`src/rtl/ras_ctrl.sv`:
```
// ras_ctrl: fetch-side call/return pre-decode driving RAS push/pop and a registered return prediction
module ras_ctrl #(
  parameter int DATA_WIDTH  = 64,
  parameter int DATA_DEPTH  = 4,
  parameter int FETCH_WIDTH = 2,
  localparam int SW = (FETCH_WIDTH > 1) ? $clog2(FETCH_WIDTH) : 1,
  localparam int CW = $clog2(DATA_DEPTH + 1)
) (
  input  logic                    clk_i,
  input  logic                    rst_ni,
  input  logic                    bp_flush_i,
  input  logic                    fetch_vld_i,
  output logic                    fetch_rdy_o,
  input  logic [DATA_WIDTH-1:0]   fetch_pc_i,
  input  logic [32*FETCH_WIDTH-1:0] fetch_instr_i,
  output logic                    ras_push_o,
  output logic                    ras_pop_o,
  output logic [DATA_WIDTH-1:0]   ras_data_o,
  input  logic                    ras_data_vld_i,
  input  logic [DATA_WIDTH-1:0]   ras_data_i,
  output logic                    pred_vld_o,
  input  logic                    pred_rdy_i,
  output logic                    pred_taken_o,
  output logic [DATA_WIDTH-1:0]   pred_target_o,
  output logic [SW-1:0]           pred_slot_o,
  output logic                    pred_call_o
);
  logic [CW-1:0] count;
  logic          hit, is_jal, rd_link, rs1_link, push_t, pop_t, accept;
  logic [SW-1:0] slot;
  logic [4:0]    rd, rs1;
  // pick the lowest slot holding JAL or JALR; scanning downward lets the lowest hit overwrite
  always_comb begin
    hit = 1'b0;
    is_jal = 1'b0;
    slot = '0;
    rd = '0;
    rs1 = '0;
    for (int i = FETCH_WIDTH - 1; i >= 0; i--) begin
      if (fetch_instr_i[32*i +: 7] == 7'b1101111 ||
          (fetch_instr_i[32*i +: 7] == 7'b1100111 && fetch_instr_i[32*i+12 +: 3] == 3'b000)) begin
        hit = 1'b1;
        is_jal = fetch_instr_i[32*i +: 7] == 7'b1101111;
        slot = SW'(i);
        rd = fetch_instr_i[32*i+7 +: 5];
        rs1 = fetch_instr_i[32*i+15 +: 5];
      end
    end
  end
  assign rd_link     = rd == 5'd1 || rd == 5'd5;
  assign rs1_link    = rs1 == 5'd1 || rs1 == 5'd5;
  assign push_t      = hit && rd_link;
  assign pop_t       = hit && !is_jal && rs1_link && (!rd_link || rd != rs1);
  assign fetch_rdy_o = !bp_flush_i && (!pred_vld_o || pred_rdy_i);
  assign accept      = rst_ni && fetch_vld_i && fetch_rdy_o;
  assign ras_push_o  = accept && push_t;
  assign ras_pop_o   = accept && pop_t && count != '0;
  assign ras_data_o  = fetch_pc_i + DATA_WIDTH'({slot, 2'b00}) + DATA_WIDTH'(4);
  // occupancy tracking: saturating push, pop-only decrement, pop+push holds
  always_ff @(posedge clk_i or negedge rst_ni) begin
    if (!rst_ni) count <= '0;
    else if (bp_flush_i) count <= '0;
    else if (ras_push_o && !ras_pop_o && count != CW'(DATA_DEPTH)) count <= count + CW'(1);
    else if (ras_pop_o && !ras_push_o) count <= count - CW'(1);
  end
  // prediction record: loads on acceptance, drops when consumed, cleared by flush
  always_ff @(posedge clk_i or negedge rst_ni) begin
    if (!rst_ni) begin
      pred_vld_o    <= 1'b0;
      pred_taken_o  <= 1'b0;
      pred_target_o <= '0;
      pred_slot_o   <= '0;
      pred_call_o   <= 1'b0;
    end else if (bp_flush_i) begin
      pred_vld_o <= 1'b0;
    end else if (accept) begin
      pred_vld_o    <= 1'b1;
      pred_taken_o  <= ras_pop_o && ras_data_vld_i;
      pred_target_o <= (ras_pop_o && ras_data_vld_i) ? ras_data_i : '0;
      pred_slot_o   <= slot;
      pred_call_o   <= push_t;
    end else if (pred_rdy_i) begin
      pred_vld_o <= 1'b0;
    end
  end
endmodule

```
`config.mk`:
```
export PLATFORM = sky130hd
export DESIGN_NAME = ras_ctrl
export DESIGN_NICKNAME = d
export VERILOG_FILES = /design/src/rtl/ras_ctrl.sv
export SDC_FILE = /design/constraint.sdc
export NUM_CORES = 1
export LEC_CHECK = 0
export ABC_AREA = 1
export ABC_CLOCK_PERIOD_IN_PS = 4750
export CORE_AREA = 2 2 130 132
export DETAILED_ROUTE_END_ITERATION = 10
export DIE_AREA = 0 0 132 134
export PLACE_DENSITY = 0.7
export SLEW_MARGIN = 20
export SYNTH_ARGS = -nofsm -noshare
export SYNTH_HDL_FRONTEND = slang
export SYNTH_SLANG_ARGS = --single-unit
export TNS_END_PERCENT = 50
```
`constraint.sdc`:
```
create_clock -name clk_i -period 4.75 [get_ports clk_i]
set_input_delay 0.95 -clock clk_i [delete_from_list [all_inputs] [get_ports clk_i]]
set_output_delay 0.95 -clock clk_i [all_outputs]
set_load 0.005 [all_outputs]
```
### After elaboration in Yosys (flattened, before gate mapping)

Cells that the tools add are included.

* output and inout port bits: 135
* bits in registers: 71
* input port bits: 198
* word-level logic and storage cells: 71

* mux-type cells: 16
* reductions and logical operators: 34
* bitwise gates (word level): 1
* equality and inequality tests: 10
* $add $sub $neg: 4

Operators with widths (count)
* adder 64 x 3 -> 64 bit: 1
* adder 64 x 3 -> 64 bit (second input constant): 1
* two-way mux 64 bit: 1
* equality test 7 bit (second input constant): 4
* two-way mux 5 bit: 4
* logical AND 1 bit: 16
* equality test 5 x 1 -> 1 bit (second input constant): 2
* equality test 5 x 3 -> 1 bit (second input constant): 2
* two-way mux 3 bit: 3
* nonzero test 3 bit: 3
* two-way mux 1 bit: 8
* zero test 1 bit: 6
* zero test 3 bit: 2
* logical OR 1 bit: 6
* != test 5 bit: 1
* adder 3 x 1 -> 3 bit (second input constant): 1
* != test 3 bit (second input constant): 1
* subtractor 3 x 1 -> 3 bit (second input constant): 1
* AND reduction 2 bit: 1
* NOT 1 bit: 1

### Logic depth before layout (Yosys ltp)

* depth in word-level cells: 17
* depth in mapped cells: 21
* gate-level depth less buffers: 20

### Least setup slack after synthesis

No wires, ideal clock.

* path type: input port to output port
* start point: input fetch_instr_i[6]
* end point: output ras_data_o[57]
* cell stages on the path: 21
* required time: 3.800 ns
* arrival time: 3.316 ns
* path buffers: 1
* setup slack: 0.484 ns
* path through: nand2_1 > inv_1 > nand2_1 > nor2_2 > o21ai_2 > buf_2 > nand2_1 > ha_1 > inv_1 > ha_1 > ha_1 > nand3_2 > nor3_4 > nand3_1 > nor2_2 > nand4_2 > nor2_4 > nand2_4 > nor2_4 > nand4_2 > xnor2_1

* word-level cells in the longest chain between the ends: 6
* elaborated cells on any way between the ends: 7
* classes of those cells: 2 x add/sub; 2 x eq/ne; 1 x mux; 2 x reduce/logical

RTL lines
* start, declared: RTL line 15 `input logic [32*FETCH_WIDTH-1:0] fetch_instr_i,`
* equality test 7 bit: RTL line 41 `(fetch_instr_i[32*i +: 7] == 7'b1100111 && fetch_instr_i[32*i+12 +: 3] == 3'b000)) begin`
* logical AND 1 bit: RTL line 41
* logical OR 1 bit (*): RTL line 40 `if (fetch_instr_i[32*i +: 7] == 7'b1101111 ||`
* two-way mux 1 bit (*): RTL line 40
* adder 64 x 3 -> 64 bit (*) (2 in series): RTL line 58 `assign ras_data_o = fetch_pc_i + DATA_WIDTH'({slot, 2'b00}) + DATA_WIDTH'(4);`
* end, declared: RTL line 18 `output logic [DATA_WIDTH-1:0] ras_data_o,`

Mark *: on every way between the ends. The rest lies on a longest branch, timed or not.

### Final worst setup path

* start point: input fetch_instr_i[37]
* end point: output ras_pop_o

* word-level cells in the longest chain between the ends: 12
* elaborated cells on any way between the ends: 27
* classes of those cells: 7 x eq/ne; 8 x mux; 12 x reduce/logical

RTL lines
* equality test 7 bit: RTL line 41
* logical AND 1 bit: RTL line 41
* logical OR 1 bit: RTL line 40
* two-way mux 5 bit (2 in series): RTL line 40
* equality test 5 x 1 -> 1 bit / equality test 5 x 3 -> 1 bit (equally long branches): RTL line 50 `assign rd_link = rd == 5'd1 || rd == 5'd5;`
* logical OR 1 bit: RTL line 50
* zero test 1 bit: RTL line 53 `assign pop_t = hit && !is_jal && rs1_link && (!rd_link || rd != rs1);`
* logical OR 1 bit: RTL line 53
* logical AND 1 bit (*): RTL line 53
* logical AND 1 bit (*) (2 in series): RTL line 57 `assign ras_pop_o = accept && pop_t && count != '0;`
* end, declared: RTL line 17 `output logic ras_pop_o,`

Marks and branches as above.

==> metrics <==
Slew @ Worst Pin=0.716 ns; die area=17700 um2; initial core utilization=29.8%; post-layout min period=4.78 ns; crit path kind=in -> out; final antenna diode count=0; Worst Skew=0.00566 ns; Reg area=1780 um2; crit path launch type=input port; period utilization=101%; Yosys top cell by area=dfrtp_1; Pleak=4.31 nW; vias in the first global route=6081; failing checks=setup timing; I/O Pins=333; drt via density=4.68; DR WL/cell=15.0 um; Avg Synthesized Cell Area=7.22 um2; Port Buffers=304; Critical Path Source=fetch_instr_i[37]; Setup violations, final=1; GRT overflow=0; Compound-Gate Fraction of Synth Area=3.50%; dpl cells=1220; dpl hpwl=13.8 mm; NetSw=0.000389 W; synthesized net count=875; Seq pwr share=39.0%; most common cell after layout, fill and taps aside=clkdlybuf4s50_1; H-Tree Depth=3; RSZ-0062 raised after global routing=true; Critical Path Fanout Max=3; vias=5995; DRC=0; Gate Count Post-Synth=673; Finished Layout Cells=1282; Worst Hold Class=reg -> reg; CTS Buf Count=9; Pwr Total=0.00156 W; XOR/XNOR share of the synthesized area=10.6%; Max-Cap Viols=0; routed length on met1=7.57 mm; NumNets Final=1262; first-pass GRT wire length=30.6 mm; fmax=0.209 GHz; Logic pwr share=23.1%; initial antenna violation count=0; worst r2r src=pred_vld_o; Syn Std Cell Area=4860 um2; Seq/Total Area, Yosys=36.6%; Hold Path Origin=pred_target_o[62]; internal power=0.00117 W; Synth Register Bits=71; ranking of synthesized cells by area=dfrtp_1 37%, nand2_1 18%, xor2_1 8.1%; post-route ant nets=0; Detailed Route Iter0 Violations=275; clock root cell=clkbuf_16; First-pass DRT Iterations=5; largest net degree at the start of global routing=69; Netlist cell types=38; mux cell area share after synthesis=0%; clock-pin transition on the worst setup and hold timing paths=0.06 ns; final hold vios=0; Peak VDD IR=0.193 mV; Post-Route WL=19.3 mm; Die W=132 um; multi-input combinational cell area=3020 um2; wire length on met2=9.24 mm; switching share of power=24.9%; clk_lat worst skew=0.32 ns; Required @ worst endpoint=3.80 ns; Slew Limit Headroom=52.3%; post-synth top area share=36.6%; clock power share=37.9%; Power Density=170 nW/um2; CTS tree=yes; Die Height=134 um; highest routed layer=met4; Synth Area in Simple Gates=40.6%; FILL cells=1517; Synth-to-Final Area Change=89.4%; most frequent cells in the layout=249 x clkdlybuf4s50_1, 225 x nand2_1, 92 x buf_4; Max clock buf depth=2; Std-Cell Rows=47; Crit. End Element=primary output; share of cells above drive strength 1=18.9%; largest family of logic cells by synthesized area=simple AND/OR/NAND/NOR gates; GRT Util Overall=21.3%; status=complete, but fails checks; Routed met3 length=2.01 mm; area share of fa/ha/maj cells after synthesis=1.18%; worst setup margin=-0.0295 ns; Ys Warns=0; core area=16300 um2; Crit path arrival time=3.83 ns; RePlAce Congestion=0.846; Final Max Tran Viols=0; Sinks on Clock Net=71
-- sequential cells by signal, indices dropped and copies added (netlist names) --
| name | flops |
|---|---|
| pred_target_o | 64 |
| count | 3 |
| pred_vld_o | 1 |
| pred_taken_o | 1 |
| pred_call_o | 1 |
| pred_slot_o | 1 |
-- what timing repair did --
item                       in CTS  in global routing
setup endpoints to repair      46                 65
buffers inserted               43                  6
pin swaps                      47                 30
hold buffers                    0                  0
gates resized for setup       147                 34
-- worst max-delay path, stage by stage --
cell and delay (ns):
buf_2 0.10, nand2_1 0.10, nor2_4 0.06, buf_4 0.13
buf_4 0.13, buf_4 0.12, buf_4 0.13, buf_4 0.12
buf_4 0.12, buf_4 0.12, buf_4 0.12, buf_4 0.12
buf_4 0.12, buf_4 0.13, buf_4 0.12, buf_4 0.12
buf_4 0.12, buf_4 0.13, buf_4 0.13, nand4_1 0.08
o21ai_1 0.08, nand3_1 0.07, a21oi_1 0.05, nand2_1 0.13
inv_1 0.08, buf_2 0.15
-- cell type report --
cell class / count / share of cell area [%]
Clock buffer: 11 / 2.64
Clock inverter: 2 / 0.109
Inverter: 60 / 2.47
Multi-Input combinational cell: 518 / 32.8
Sequential cell: 71 / 19.3
Tap cell: 220 / 2.99
Timing Repair Buffer: 400 / 39.7
-- routing by layer --
layer	GRT usage [%]	vias up
li1	-	2930
met1	24.8	2740
met2	36.8	287
met3	7.45	38
met4	6.64	0
met5	0	-
-- per-stage QoR --
stage | hold WS, ns | setup TNS, ns | instance area, um2 | setup slack (ns) | util (%)
finish | 0.477 | -0.0295 | 9200 | -0.0295 | 56.5
global route | 0.496 | -0.500 | 9200 | -0.172 | 56.5
CTS | 0.479 | 0 | 9070 | 0.00733 | 55.7
detailed placement | 0.464 | -19.52 | 8390 | -0.640 | 51.5
global placement | 0.461 | -17.89 | 8390 | -0.604 | 51.5
floorplan | 0.473 | 0 | 4860 | 0.484 | -
-- Yosys cell counts --
cell type and instances:
xnor2_1 14, clkbuf_1 14, buf_4 2, nor2_4 4, nor3_4 1, a31o_2 1, inv_1 59, nor2_1 38
nand2_4 1, nand2_1 233, o21ai_2 1, o21ai_0 23, nor4_1 12, o22a_1 1, o21ai_1 1, clkbuf_2 1
nor3_2 5, a21oi_2 1, buf_2 2, nor2_2 6, ha_1 3, nor3b_1 1, nor3_1 26, nand3_4 1
nand4_1 11, nand2_2 3, buf_6 5, nand3_1 69, nor4_4 1, nand3b_1 4, clkinv_1 1, nand4_2 4
nand3_2 2, fa_1 1, or2_2 2, xor2_1 45, dfrtp_1 71, a21oi_1 3
-- path summary, 6_finish.rpt --
kind	slack (ns)	cells past startpoint	to
max	-0.03	26	ras_pop_o
min reg2reg	0.48	2	pred_target_o[62]
max in group asynchronous	3.19	3	pred_slot_o
max reg2reg	2.27	10	pred_target_o[7]
min in group asynchronous	0.67	2	pred_target_o[58]
min	0.48	2	pred_target_o[62]
-- logic make-up after synthesis --
group / Yosys count
xor gates and xnor gates: 59
and+or+nand+nor: 424
DFF: 71
buffers and inverters: 84
AOI/OAI and AO/OA: 31
adders and majority gates: 4
-- power by group through the flow --
stage	combinational (W)	clock (W)	sequential, W
finish	0.000361	0.000591	0.000609
global route	0.000390	0.000630	0.000608
CTS	0.000351	0.000605	0.000609
detailed placement	0.000344	0	0.000619
global placement	0.000342	0	0.000619
floorplan	0.0000871	0	0.000619
No activity file was read; power rests on OpenSTA's default activity.
